File: src/rtl/mdu_iter.sv
// mdu_iter: iterative multiply/divide unit for the execute stage (RV64M + W ops).
//
// Multiply is shift-add, MSB-first, one multiplier bit per cycle. Divide is
// restoring division, one quotient bit per cycle. Signed ops iterate on
// magnitudes; the result sign is applied in the finishing cycle.
//
// Handshakes (both sides): a transfer happens on a rising edge where
// valid && ready are both high. in_ready is high only in IDLE. out_valid is
// high only in DONE, and result is held stable until the transfer. flush
// overrides both handshakes: a request presented with flush is not taken.
//
// Ports:
//   clk, reset      clock, asynchronous active-high reset
//   flush           synchronous cancel, forces IDLE on the next edge
//   in_valid/in_ready, op, a, b     request side
//   out_valid/out_ready, result     response side (result is registered)
//   busy            high in BUSY or DONE
//   dbg_state       current FSM state (0 IDLE, 1 BUSY, 2 DONE)
module mdu_iter #(
  parameter int XLEN = 64,
  parameter int OPW  = 4
) (
  input  logic            clk,
  input  logic            reset,
  input  logic            flush,
  input  logic            in_valid,
  output logic            in_ready,
  input  logic [OPW-1:0]  op,
  input  logic [XLEN-1:0] a,
  input  logic [XLEN-1:0] b,
  output logic            out_valid,
  input  logic            out_ready,
  output logic [XLEN-1:0] result,
  output logic            busy,
  output logic [1:0]      dbg_state
);

  localparam int CW = $clog2(XLEN + 1);

  localparam logic [OPW-1:0] OP_MUL    = OPW'(0);
  localparam logic [OPW-1:0] OP_MULH   = OPW'(1);
  localparam logic [OPW-1:0] OP_MULHSU = OPW'(2);
  localparam logic [OPW-1:0] OP_MULHU  = OPW'(3);
  localparam logic [OPW-1:0] OP_DIV    = OPW'(4);
  localparam logic [OPW-1:0] OP_REM    = OPW'(6);
  localparam logic [OPW-1:0] OP_REMU   = OPW'(7);
  localparam logic [OPW-1:0] OP_MULW   = OPW'(8);
  localparam logic [OPW-1:0] OP_DIVW   = OPW'(9);
  localparam logic [OPW-1:0] OP_REMW   = OPW'(11);
  localparam logic [OPW-1:0] OP_REMUW  = OPW'(12);

  typedef enum logic [1:0] {
    S_IDLE = 2'd0,
    S_BUSY = 2'd1,
    S_DONE = 2'd2
  } state_t;

  // ---------------------------------------------------------------------
  // Op decode helpers
  // ---------------------------------------------------------------------
  function automatic logic f_illegal(input logic [OPW-1:0] o);
    return (o > OP_REMUW) || ((XLEN == 32) && (o >= OP_MULW));
  endfunction

  function automatic logic f_is_w(input logic [OPW-1:0] o);
    return (XLEN > 32) && (o >= OP_MULW) && (o <= OP_REMUW);
  endfunction

  function automatic logic f_is_mul(input logic [OPW-1:0] o);
    return (o <= OP_MULHU) || (o == OP_MULW);
  endfunction

  function automatic logic f_is_rem(input logic [OPW-1:0] o);
    return (o == OP_REM) || (o == OP_REMU) || (o == OP_REMW) || (o == OP_REMUW);
  endfunction

  function automatic logic f_b_signed(input logic [OPW-1:0] o);
    return (o == OP_MUL) || (o == OP_MULH) || (o == OP_DIV) || (o == OP_REM) ||
           (o == OP_DIVW) || (o == OP_REMW);
  endfunction

  function automatic logic f_a_signed(input logic [OPW-1:0] o);
    return f_b_signed(o) || (o == OP_MULHSU);
  endfunction

  function automatic logic [XLEN-1:0] sext32(input logic [31:0] x);
    logic [XLEN-1:0] r;
    r       = {XLEN{x[31]}};
    r[31:0] = x;
    return r;
  endfunction

  function automatic logic [XLEN-1:0] zext32(input logic [31:0] x);
    logic [XLEN-1:0] r;
    r       = '0;
    r[31:0] = x;
    return r;
  endfunction

  // ---------------------------------------------------------------------
  // State
  // ---------------------------------------------------------------------
  state_t              state_q,  state_d;
  logic [CW-1:0]       cnt_q,    cnt_d;
  logic [OPW-1:0]      op_q,     op_d;
  logic                negq_q,   negq_d;   // quotient / product sign
  logic                negr_q,   negr_d;   // remainder sign
  logic [XLEN-1:0]     opa_q,    opa_d;    // multiplier / dividend, then quotient
  logic [XLEN-1:0]     opb_q,    opb_d;    // multiplicand / divisor magnitude
  logic [2*XLEN-1:0]   acc_q,    acc_d;    // product / partial remainder (low half)
  logic [XLEN-1:0]     result_q, result_d;

  // ---------------------------------------------------------------------
  // Request-side decode (valid only while IDLE)
  // ---------------------------------------------------------------------
  logic            is_w_in;
  logic [XLEN-1:0] a_ext, b_ext, a_mag, b_mag, a_res;
  logic            a_neg, b_neg;
  logic            is_min, is_m1, div_zero, div_ovf, fast;
  logic [XLEN-1:0] fast_res;
  logic [XLEN-1:0] opa_load;

  always_comb begin
    is_w_in = f_is_w(op);
    a_ext   = a;
    b_ext   = b;
    if (is_w_in) begin
      a_ext = f_a_signed(op) ? sext32(a[31:0]) : zext32(a[31:0]);
      b_ext = f_b_signed(op) ? sext32(b[31:0]) : zext32(b[31:0]);
    end
    a_neg = f_a_signed(op) & a_ext[XLEN-1];
    b_neg = f_b_signed(op) & b_ext[XLEN-1];
    a_mag = a_neg ? -a_ext : a_ext;
    b_mag = b_neg ? -b_ext : b_ext;

    // W magnitudes fit in 32 bits; park them at the top so the MSB-first
    // iteration finishes after 32 steps.
    opa_load = is_w_in ? (a_mag << (XLEN - 32)) : a_mag;

    // Dividend as returned by the fast paths (W forms are sign-extended
    // from bit 31 regardless of signedness).
    a_res  = is_w_in ? sext32(a[31:0]) : a;
    is_min = is_w_in ? (a[31:0] == 32'h8000_0000) : (a == {1'b1, {(XLEN-1){1'b0}}});
    is_m1  = is_w_in ? (&b[31:0]) : (&b);

    div_zero = ~f_is_mul(op) & (b_ext == '0);
    div_ovf  = ~f_is_mul(op) & f_b_signed(op) & is_min & is_m1;
    fast     = f_illegal(op) | div_zero | div_ovf;

    fast_res = '0;
    if (f_illegal(op)) begin
      fast_res = '0;
    end else if (div_zero) begin
      fast_res = f_is_rem(op) ? a_res : '1;
    end else if (div_ovf) begin
      fast_res = f_is_rem(op) ? '0 : a_res;
    end
  end

  // ---------------------------------------------------------------------
  // Iteration datapath
  // ---------------------------------------------------------------------
  logic [2*XLEN-1:0] mul_acc;
  logic [XLEN:0]     rshift, diff;
  logic [2*XLEN-1:0] div_acc;
  logic [XLEN-1:0]   div_opa;

  always_comb begin
    mul_acc = {acc_q[2*XLEN-2:0], 1'b0} +
              (opa_q[XLEN-1] ? {{XLEN{1'b0}}, opb_q} : {(2*XLEN){1'b0}});

    // Restoring step: the borrow out of diff[XLEN] says the trial subtract
    // failed, so the shifted remainder is kept unchanged.
    rshift  = {acc_q[XLEN-1:0], opa_q[XLEN-1]};
    diff    = rshift - {1'b0, opb_q};
    div_acc = {{XLEN{1'b0}}, (diff[XLEN] ? rshift[XLEN-1:0] : diff[XLEN-1:0])};
    div_opa = {opa_q[XLEN-2:0], ~diff[XLEN]};
  end

  // ---------------------------------------------------------------------
  // Finishing: apply signs and select the result
  // ---------------------------------------------------------------------
  logic [2*XLEN-1:0] prod;
  logic [XLEN-1:0]   quo, rem, div_v, fin_res;

  always_comb begin
    prod  = negq_q ? -acc_q : acc_q;
    quo   = negq_q ? -opa_q : opa_q;
    rem   = negr_q ? -acc_q[XLEN-1:0] : acc_q[XLEN-1:0];
    div_v = f_is_rem(op_q) ? rem : quo;

    fin_res = '0;
    if (f_is_mul(op_q)) begin
      if (op_q == OP_MUL) begin
        fin_res = prod[XLEN-1:0];
      end else if (op_q == OP_MULW) begin
        fin_res = sext32(prod[31:0]);
      end else begin
        fin_res = prod[2*XLEN-1:XLEN];
      end
    end else begin
      fin_res = f_is_w(op_q) ? sext32(div_v[31:0]) : div_v;
    end
  end

  // ---------------------------------------------------------------------
  // Next state
  // ---------------------------------------------------------------------
  always_comb begin
    state_d  = state_q;
    cnt_d    = cnt_q;
    op_d     = op_q;
    negq_d   = negq_q;
    negr_d   = negr_q;
    opa_d    = opa_q;
    opb_d    = opb_q;
    acc_d    = acc_q;
    result_d = result_q;

    if (flush) begin
      state_d = S_IDLE;
    end else begin
      case (state_q)
        S_IDLE: begin
          if (in_valid) begin
            op_d = op;
            if (fast) begin
              result_d = fast_res;
              state_d  = S_DONE;
            end else begin
              opa_d   = opa_load;
              opb_d   = b_mag;
              acc_d   = '0;
              negq_d  = a_neg ^ b_neg;
              negr_d  = a_neg;
              cnt_d   = is_w_in ? CW'(32) : CW'(XLEN);
              state_d = S_BUSY;
            end
          end
        end
        S_BUSY: begin
          // cnt counts remaining iterations; the cycle after it hits zero
          // applies the sign and writes the result.
          if (cnt_q != '0) begin
            cnt_d = cnt_q - CW'(1);
            if (f_is_mul(op_q)) begin
              acc_d = mul_acc;
              opa_d = opa_q << 1;
            end else begin
              acc_d = div_acc;
              opa_d = div_opa;
            end
          end else begin
            result_d = fin_res;
            state_d  = S_DONE;
          end
        end
        S_DONE: begin
          if (out_ready) begin
            state_d = S_IDLE;
          end
        end
        default: state_d = S_IDLE;
      endcase
    end
  end

  always_ff @(posedge clk or posedge reset) begin
    if (reset) begin
      state_q  <= S_IDLE;
      cnt_q    <= '0;
      op_q     <= '0;
      negq_q   <= 1'b0;
      negr_q   <= 1'b0;
      opa_q    <= '0;
      opb_q    <= '0;
      acc_q    <= '0;
      result_q <= '0;
    end else begin
      state_q  <= state_d;
      cnt_q    <= cnt_d;
      op_q     <= op_d;
      negq_q   <= negq_d;
      negr_q   <= negr_d;
      opa_q    <= opa_d;
      opb_q    <= opb_d;
      acc_q    <= acc_d;
      result_q <= result_d;
    end
  end

  assign in_ready  = (state_q == S_IDLE);
  assign out_valid = (state_q == S_DONE);
  assign busy      = (state_q == S_BUSY) || (state_q == S_DONE);
  assign result    = result_q;
  assign dbg_state = state_q;

endmodule

File: config.mk
export PLATFORM = sky130hd
export DESIGN_NAME = mdu_iter
export DESIGN_NICKNAME = d
export VERILOG_FILES = /design/src/rtl/mdu_iter.sv
export SDC_FILE = /design/constraint.sdc
export NUM_CORES = 2
export LEC_CHECK = 0
export ABC_AREA = 1
export CAP_MARGIN = 20
export CORE_MARGIN = 2
export CORE_UTILIZATION = 40
export CTS_BUF_LIST = sky130_fd_sc_hd__clkbuf_16
export DETAILED_ROUTE_END_ITERATION = 10
export GPL_TIMING_DRIVEN = 0
export SKIP_CTS_REPAIR_TIMING = 1
export SYNTH_ARGS = -nofsm -noshare
export SYNTH_HDL_FRONTEND = slang
export SYNTH_SLANG_ARGS = --single-unit
File: constraint.sdc
create_clock -name clk -period 10.7 [get_ports clk]
set_clock_uncertainty 0.05 [all_clocks]
set_input_delay 1.07 -clock clk [delete_from_list [all_inputs] [get_ports clk]]
set_output_delay 1.07 -clock clk [all_outputs]
set_load 0.02 [all_outputs]
==> metrics <==
final count of pins violating max slew 0; cell types with the largest area share after synthesis sky130_fd_sc_hd__nand2_1, sky130_fd_sc_hd__dfrtp_1, sky130_fd_sc_hd__nor2_1; result of the run completed; post-synth top area share 0.254; io pins 206; count of max-cap constraint violations 0; DRT antenna net count 0; worst slew margin relative to its limit 0.0986; setup repair after global routing missed its margin no; effective utilization at floorplan 0.404; worst hold path startpoint result[35]; Seq/Total Area, Yosys 0.181; RR Startpoint opa_q[63]; library cell used as clock root buffer sky130_fd_sc_hd__clkbuf_16; syn nets 9086; number of distinct standard cells referenced by the synthesized netlist 52; chip height 344 microns; DRC errors left 0; portion of total power attributed to sequential cells 0.151; fraction of power consumed by the clock network 0.082; CTS tree built; number of global-route vias before repair roughly 58000; maximum root-to-sink buffer count 3; DP HPWL 254000 microns; Hold Path Class reg2reg; highest net fanout along the worst path 10; hold violation total from the final report 0; number of antenna violations at the first check in global routing 20; PortBufs 205; Post-Layout Inst Area 52100 sq um; Critical path origin opa_q[63]; endpoint of the lowest-slack register-to-register path acc_q[97]; Synth Instances 8809; total number of vias roughly 65000; Cell Area, Placed about 50000 sq um; number of buffers inserted during clock tree synthesis 43; worst endpoint data arrival time ~6.5 ns; clock sink count approximately 340; H-tree depth 2; routed via count divided by cell count 6.09; Core Util, Final 0.454; Yosys Warn Count 0; count of state elements after synthesis approximately 340; worst-skew pair later-pin latency 0.68 ns; total congestion overflow after global routing 0; cell taking the most area after synthesis sky130_fd_sc_hd__nand2_1; mean instance size in the synthesized netlist about 5.3 sq um; required time of the critical path between 10 and 15 ns; core area between 100000 and 150000 sq um; total standard cell area after synthesis 46300 sq um; maximum number of pins on one net before global-route repair around 110; leakage power around 0.027 uW; Area Growth Syn to Fin 12.5%; areal power density over the cells between 300 and 400 nW/um^2; most frequent standard cell in the layout excluding fill and tap cells sky130_fd_sc_hd__nand2_1; GPL Wtd Cong around 1.1; DRT iter0 DRCs about 10000; Worst Setup Start Kind flop; Switching Power 13500 uW; number of cells traversed by the worst hold path 2; setup_tns 0 ns; type of the worst setup path reg2reg; share of post-route cells with drive strength above 1 0.0245; capturing element of the worst setup path acc_q[97]; FF-to-FF setup slack 4.68 ns; fmax about 170 MHz; highest-count cells in the layout ignoring fill and taps sky130_fd_sc_hd__nand2_1, sky130_fd_sc_hd__nor2_1, sky130_fd_sc_hd__inv_1; clock slew at reported path FFs 0.07 ns; period utilisation layout 0.563; power share of the combinational group 0.767; post-route worst hold slack 0.432 ns; Avg WL per Cell about 30 microns; aggregate global-route resource usage 0.509; Die Area about 120000 sq um; Sw Share 0.681; number of cells traversed by the worst register-to-register path 21; global-route wire length before repair around 430000 microns; number of detailed-route iterations in the first pass 9; critical path capture point type flop; maximum resistive drop on vdd 235 uV; wire length after detailed routing between 300000 and 400000 microns; total setup violations reported at the end of the flow 0; cell internal power dissipation roughly 6300 uW; net total in the final layout around 9400; Worst-Margin Slew 1.35 ns; overall die width roughly 340 microns; number of cell rows ~120; post-layout min period about 6 ns
==> kinds of logic after synthesis <==
group | count (synthesis) | share of synthesized area
fa+ha+maj | 140 | 0.0382
simple gates | 5612 | 0.502
flops | 335 | 0.181
xor+xnor | 181 | 0.0342
compound gates | 1083 | 0.123
buf+inv | 1458 | 0.121
==> power groups by stage <==
stage / sequential [uW] / combinational [uW] / clock, uW
2_1_floorplan: 2210 / 8260 / 0
4_1_cts: 2770 / 14000 / 1600
3_5_place_dp: 2790 / 13900 / 0
6_report: 2990 / 15200 / 1620
3_3_place_gp: 2790 / 13900 / 0
5_1_grt: 2890 / 15800 / 1650
==> Yosys cell counts, drive strengths merged <==
library cell,instances
nand2,3144
nor2,1193
inv,1116
nand3,800
o21ai,556
a21oi,397
dfrtp,335
nand4,264
clkbuf,226
ha,138
xor2,133
buf,109
nor3,94
o211ai,56
xnor2,48
nand3b,44
or2,36
o22ai,22
nor4,19
o21bai,18
a21boi,8
o31ai,8
a31oi,7
clkinv,7
and2,5
and3,4
nor3b,4
o21a,3
a21o,2
a32oi,2
fa,2
or3,2
or3b,2
a211oi,1
a22oi,1
a31o,1
nor2b,1
o32ai,1
==> registers in the layout, summed over array words and instances, names as in the netlist <==
signal and flops:
op_q 4, negq_q 1, negr_q 1, dbg_state 2, acc_q 128, opb_q 64, result 64, cnt_q 7
opa_q 64
==> metal layers <==
layer / vias up / GRT usage / part of all wire
li1: 28699 / - / -
met1: 29528 / 0.628 / 0.37
met2: 5238 / 0.696 / 0.38
met3: 1274 / 0.216 / 0.15
met4: 20 / 0.387 / 0.097
met5: - / 0.00881 / 0.0010
==> worst max-delay path: stages (launching register included) <==
cell and delay, ns:
sky130_fd_sc_hd__dfrtp_1 0.69, sky130_fd_sc_hd__clkbuf_1 0.72, sky130_fd_sc_hd__clkbuf_1 0.53, sky130_fd_sc_hd__nand2_1 0.10, sky130_fd_sc_hd__inv_1 0.08, sky130_fd_sc_hd__ha_1 0.33
sky130_fd_sc_hd__inv_1 0.13, sky130_fd_sc_hd__fa_1 0.41, sky130_fd_sc_hd__inv_1 0.21, sky130_fd_sc_hd__nand3_1 0.10, sky130_fd_sc_hd__nand2_1 0.31, sky130_fd_sc_hd__nand2_1 0.09
sky130_fd_sc_hd__nand2_1 0.15, sky130_fd_sc_hd__nand2_1 0.07, sky130_fd_sc_hd__nand2_1 0.21, sky130_fd_sc_hd__nand2_1 0.09, sky130_fd_sc_hd__nand3_1 0.60, sky130_fd_sc_hd__nand2_1 0.10
sky130_fd_sc_hd__nand2_1 0.34, sky130_fd_sc_hd__nand4_1 0.13, sky130_fd_sc_hd__nand4_1 0.30, sky130_fd_sc_hd__o21ai_0 0.13
==> how the worst min path moves through the flow <==
stage | end | slack (ns)
5_1_grt | result[38] | 0.45
3_5_place_dp | result[38] | 0.42
3_3_place_gp | cnt_q[0] | 0.41
2_1_floorplan | cnt_q[0] | 0.40
6_report | result[35] | 0.43
4_1_cts | result[38] | 0.43
==> final cells by class <==
type                            instances  area (sq um)
Clock inverter                         36           407
Antenna cell                           13          32.5
Fill cell                           12918         62600
Timing Repair Buffer                  223          2350
Multi-Input combinational cell       7016         32300
Buffer                                335          1370
Inverter                             1123          4220
Tap cell                             1512          1890
Clock buffer                           43          1080
Sequential cell                       335          8380
==> stage by stage <==
step / instances / worst slack [ns] / power, uW
CTS: 10615 / 5.20 / 18400
detailed placement: 10536 / 4.93 / 16700
floorplan: 8809 / 0.298 / 10500
global route: 10623 / 4.68 / 20300
finish: 10636 / 4.68 / 19800
global placement: 10526 / -4.48 / 16600
(Power assumes the default switching activity.)
